<file path="src/rtl/bit_serial_adder_if.sv">
// Start/done handshake bundle for the bit-serial adder: operands in, status and result out.
interface bit_serial_adder_if #(
  parameter int WIDTH = 8
);
  logic             start;
  logic [WIDTH-1:0] a;
  logic [WIDTH-1:0] b;
  logic             cin;
  logic             busy;
  logic             done;
  logic [WIDTH-1:0] sum;
  logic             cout;
  logic             ovf;

  modport master (
    output start, a, b, cin,
    input  busy, done, sum, cout, ovf
  );

  modport slave (
    input  start, a, b, cin,
    output busy, done, sum, cout, ovf
  );
endinterface

</file>
<file path="src/rtl/bit_serial_adder.sv">
// WIDTH-bit adder built from one full-adder cell reused once per clock, LSB first,
// with the carry held in a flip-flop between bits.
module bit_serial_adder #(
  parameter int WIDTH = 8
) (
  input  logic               clk,
  input  logic               rst_n,
  bit_serial_adder_if.slave  bus
);

  localparam int CW = $clog2(WIDTH) + 1;

  localparam logic [1:0] S_IDLE = 2'd0;
  localparam logic [1:0] S_RUN  = 2'd1;
  localparam logic [1:0] S_DONE = 2'd2;

  logic [1:0]       r_state;
  logic [WIDTH-1:0] r_a_sr;
  logic [WIDTH-1:0] r_b_sr;
  logic [WIDTH-1:0] r_s_sr;
  logic             r_c;
  logic [CW-1:0]    r_cnt;
  logic [WIDTH-1:0] r_sum;
  logic             r_cout;
  logic             r_ovf;

  logic             w_fa_s;
  logic             w_fa_c;
  logic             w_last;
  logic             w_accept;
  logic [WIDTH-1:0] w_s_next;

  assign w_fa_s   = r_a_sr[0] ^ r_b_sr[0] ^ r_c;
  assign w_fa_c   = (r_a_sr[0] & r_b_sr[0]) | (r_a_sr[0] & r_c) | (r_b_sr[0] & r_c);
  assign w_last   = (r_cnt == CW'(WIDTH - 1));
  assign w_accept = bus.start && ((r_state == S_IDLE) || (r_state == S_DONE));
  assign w_s_next = {w_fa_s, r_s_sr[WIDTH-1:1]};

  always_ff @(posedge clk or negedge rst_n) begin
    if (!rst_n) begin
      r_state <= S_IDLE;
      r_a_sr  <= '0;
      r_b_sr  <= '0;
      r_s_sr  <= '0;
      r_c     <= 1'b0;
      r_cnt   <= '0;
      r_sum   <= '0;
      r_cout  <= 1'b0;
      r_ovf   <= 1'b0;
    end else begin
      case (r_state)
        S_IDLE, S_DONE: begin
          if (w_accept) begin
            r_a_sr  <= bus.a;
            r_b_sr  <= bus.b;
            r_c     <= bus.cin;
            r_cnt   <= '0;
            r_state <= S_RUN;
          end else begin
            r_state <= S_IDLE;
          end
        end
        S_RUN: begin
          r_a_sr <= {1'b0, r_a_sr[WIDTH-1:1]};
          r_b_sr <= {1'b0, r_b_sr[WIDTH-1:1]};
          r_s_sr <= w_s_next;
          r_c    <= w_fa_c;
          if (w_last) begin
            // r_c still holds the carry into the MSB here, so ovf compares it with the carry out
            r_sum   <= w_s_next;
            r_cout  <= w_fa_c;
            r_ovf   <= r_c ^ w_fa_c;
            r_cnt   <= '0;
            r_state <= S_DONE;
          end else begin
            r_cnt <= r_cnt + CW'(1);
          end
        end
        default: r_state <= S_IDLE;
      endcase
    end
  end

  assign bus.busy = (r_state == S_RUN);
  assign bus.done = (r_state == S_DONE);
  assign bus.sum  = r_sum;
  assign bus.cout = r_cout;
  assign bus.ovf  = r_ovf;

endmodule
</file>
<file path="src/flat_wrapper.sv">
// flat-port wrapper written by rule: the top's interface ports become plain ports
module bit_serial_adder_flat 
#(
  parameter int WIDTH = 8
)
  (clk, rst_n, bus_start, bus_a, bus_b, bus_cin, bus_busy, bus_done, bus_sum, bus_cout, bus_ovf);
  bit_serial_adder_if #(.WIDTH(WIDTH)) bus_i ();
  input  logic clk;
  input  logic rst_n;
  input wire logic [$bits(bus_i.start)-1:0] bus_start;
  input wire logic [$bits(bus_i.a)-1:0] bus_a;
  input wire logic [$bits(bus_i.b)-1:0] bus_b;
  input wire logic [$bits(bus_i.cin)-1:0] bus_cin;
  output wire logic [$bits(bus_i.busy)-1:0] bus_busy;
  output wire logic [$bits(bus_i.done)-1:0] bus_done;
  output wire logic [$bits(bus_i.sum)-1:0] bus_sum;
  output wire logic [$bits(bus_i.cout)-1:0] bus_cout;
  output wire logic [$bits(bus_i.ovf)-1:0] bus_ovf;
  assign bus_i.start = bus_start;
  assign bus_i.a = bus_a;
  assign bus_i.b = bus_b;
  assign bus_i.cin = bus_cin;
  assign bus_busy = bus_i.busy;
  assign bus_done = bus_i.done;
  assign bus_sum = bus_i.sum;
  assign bus_cout = bus_i.cout;
  assign bus_ovf = bus_i.ovf;
  bit_serial_adder #(.WIDTH(WIDTH)) u_core (.clk(clk), .rst_n(rst_n), .bus(bus_i));
endmodule
</file>
<file path="config.mk">
export PLATFORM = sky130hd
export DESIGN_NAME = bit_serial_adder_flat
export DESIGN_NICKNAME = d
export VERILOG_FILES = /design/src/rtl/bit_serial_adder_if.sv /design/src/rtl/bit_serial_adder.sv /design/src/flat_wrapper.sv
export SDC_FILE = /design/constraint.sdc
export NUM_CORES = 1
export LEC_CHECK = 0
export ABC_CLOCK_PERIOD_IN_PS = 1900
export BUFFER_PORTS_ARGS = -buffer_cell sky130_fd_sc_hd__buf_4
export CELL_PAD_IN_SITES_DETAIL_PLACEMENT = 0
export CELL_PAD_IN_SITES_GLOBAL_PLACEMENT = 1
export CORE_MARGIN = 2
export CORE_UTILIZATION = 42
export DETAILED_ROUTE_END_ITERATION = 16
export PLACE_DENSITY_LB_ADDON = 0.1
export SETUP_SLACK_MARGIN = 0.15
export SYNTH_ARGS = -nofsm -noshare
export SYNTH_HDL_FRONTEND = slang
export SYNTH_SLANG_ARGS = --single-unit
</file>
<file path="constraint.sdc">
create_clock -name clk -period 1.9 [get_ports clk]
set_input_delay 0.475 -clock clk [delete_from_list [all_inputs] [get_ports clk]]
set_output_delay 0.475 -clock clk [all_outputs]
set_load 0.02 [all_outputs]
</file>
==> impl_metrics.json <==
{
  "hp-class": "input pin to asynchronous set/reset pin",
  "switching_share_pct": 37.0,
  "yosys.area.top_type": "dfrtp_1",
  "clk_pin_slew_ps": 80,
  "status": "complete, no violations",
  "worst-setup-path-type": "flip-flop to primary output",
  "avgSynthCellArea_um2": 10.5,
  "first_pass_iters": 4,
  "grt_setup_unrepaired": "false",
  "fin_area_um2": 2120,
  "setup_violations": 0,
  "fp.dieW_um": 68.6,
  "drv_cap": 0,
  "synth_cells": 167,
  "dr.first_iter.drc_count": 82,
  "final_antenna_net_count": 0,
  "first_global_vias": 1243,
  "vdd_drop_max_mv": 0.761,
  "power.leakage_nw": 1.04,
  "p_int_mw": 2.29,
  "p_per_area_nw_per_um2": 1720,
  "synthTopCellsByArea": "dfrtp_1 (57%), nand2_1 (12%), mux2_4 (7.7%)",
  "relSlewSlack_pct": 66.9,
  "cts_max_level": 2,
  "period_share_pct": 87.3,
  "layout_common_cells": "nand2_1 (54), dfrtp_1 (40), buf_4 (37)",
  "ios": 32,
  "seq_area_frac_synth_pct": 57.1,
  "finalHoldViolCount": 0,
  "post-place-ws_ps": 307,
  "layout_commonest_cell": "nand2_1",
  "whs_ps": 147,
  "period_needed_ps": 1660,
  "wire_per_inst_um": 13.2,
  "globalRoute.totalOverflow": 0,
  "syn_area_um2": 1750,
  "core-area_um2": 4000,
  "worst_slew_pin_slew_ps": 497,
  "grt_use_total_pct": 16.9,
  "postCtsSetupRepairBufs": 0,
  "numCtsBuffers": 5,
  "grt_start_max_net_pins": 41,
  "areaGrowthSynthToFinish_pct": 21.1,
  "drive_gt1_share_pct": 29.0,
  "route.detailed.drc": 0,
  "dp_hpwl_um": 2260,
  "die-height_um": 68.6,
  "endpoint_kind": "primary output",
  "seq_power_share_pct": 41.4,
  "vias_per_cell": 5.01,
  "slew_viol_final": 0,
  "grt_pass1_wl_um": 5800,
  "synth_seq_cells": 40,
  "yosysTopAreaCellShare_pct": 57.1,
  "cp-start-kind": "flip-flop",
  "initial_core_util_pct": 43.8,
  "die-area_um2": 4700,
  "wl_um": 3300,
  "vias": 1252,
  "cts_tree": "yes",
  "required_ps": 1420,
  "ctsLongestPathBuffers": 2,
  "syn_nets": 189,
  "yosysWarnings": 0,
  "antenna_cells": 0,
  "switching_power_mw": 1.35,
  "timing.fmax_mhz": 603,
  "pwr-share-clk_pct": 16.5,
  "rows": 23,
  "fin_ws_ps": 241,
  "fin_tns_setup_ps": 0,
  "antenna_found_initial": 0,
  "postPlaceCellArea_um2": 2020,
  "fin_skew_ps": 7.83,
  "synth_cell_type_count": 25,
  "nets": 222,
  "crit_fanout": 7,
  "clockRootBuffer": "clkbuf_8",
  "critPathArrivalTime_ps": 1180,
  "insertion_delay_ps": 290,
  "pwr-share-comb_pct": 42.0,
  "cts_sinks": 40,
  "placement.io_buffers": 31,
  "routabilityCongestion": 0.715
}
[cells by family after synthesis]
kind of cell | count (synthesis) | synth area share, %
flip-flops | 40 | 57.1
multiplexers | 12 | 9.57
adder cells (fa/ha/maj) | 2 | 1.86
buffers and inverters | 12 | 4.14
AND/OR/NAND/NOR | 79 | 18.9
XOR/XNOR | 1 | 0.500
AO/OA/AOI/OAI | 21 | 7.93
[stage by stage]
stage / util, % / std cells / total power [mW]
global route: 53.0 / 250 / 3.97
CTS: 53.0 / 250 / 3.68
floorplan: - / 167 / 2.63
detailed placement: 50.6 / 243 / 3.07
global placement: 50.6 / 243 / 3.02
finish: 53.0 / 250 / 3.64
[path summary, 6_finish.rpt]
path / cells after the start / slack [ps] / to / start
worst min-delay path: 1 / 150 / u_core.bus.ovf / rst_n
max in group asynchronous: 1 / 1400 / u_core.r_b_sr[7] / rst_n
worst max-delay path: 3 / 240 / bus_busy / u_core.r_state[1]
worst max register to register: 5 / 370 / u_core.bus.sum[0] / u_core.r_cnt[0]
min in group clk: 2 / 420 / u_core.r_a_sr[7] / bus_a[7]
worst min register to register: 2 / 490 / u_core.r_s_sr[1] / u_core.r_s_sr[1]
[Yosys cell counts]
master	number
buf_4	1
a31oi_1	15
clkbuf_1	1
ha_1	1
dfrtp_1	40
xor2_1	1
a22o_1	3
a211o_1	1
mux2i_1	1
buf_2	7
inv_1	1
nor3_4	1
fa_1	1
nand3_1	2
buf_6	2
nand2b_1	2
nand2_1	54
and3_1	1
and2b_1	1
nor4b_1	1
mux2_2	2
nor2_1	16
mux2_4	9
nor2b_1	1
o21ai_0	2
[registers in the layout (all words and copies together), names as in the netlist]
name / flops
u_core.bus.cout: 1
u_core.bus.ovf: 1
u_core.bus.sum: 8
u_core.r_a_sr: 8
u_core.r_b_sr: 8
u_core.r_c: 1
u_core.r_cnt: 4
u_core.r_s_sr: 7
u_core.r_state: 2
[power by group through the flow]
| stage | registers, mW | clock network [mW] | logic (mW) |
|---|---|---|---|
| floorplan | 1.59 | 0 | 1.04 |
| CTS | 1.51 | 0.619 | 1.55 |
| global route | 1.56 | 0.662 | 1.75 |
| global placement | 1.51 | 0 | 1.51 |
| detailed placement | 1.52 | 0 | 1.55 |
| finish | 1.51 | 0.601 | 1.53 |
[cell type report]
type,instances,area (um^2)
multi-input combinational,115,681
sequential,40,1000
inverter,1,3.75
tap,50,62.6
timing repair buffer,37,278
clock buffer,7,96.3
fill,384,1880
[repair_timing]
action	in CTS	in global routing
gates resized for setup	1	1
endpoints found under the setup margin	1	2
hold buffers	0	0
gates cloned	0	0
pin swaps	0	0
[per-layer routing]
| layer | vias to the layer above | global-route usage (%) | wire (um) |
|---|---|---|---|
| li1 | 618 | - | - |
| met4 | 0 | 7.50 | 44 |
| met3 | 5 | 4.06 | 160 |
| met1 | 602 | 23.9 | 1580 |
| met2 | 27 | 24.4 | 1510 |
| met5 | - | 0 | 0 |
[worst max-delay path, cell delays in order, from the launching register on]
cell      delay (ps)
dfrtp_1          370
nand2b_2         240
inv_2            140
buf_4            160
Power figures use the tool's default switching activity.
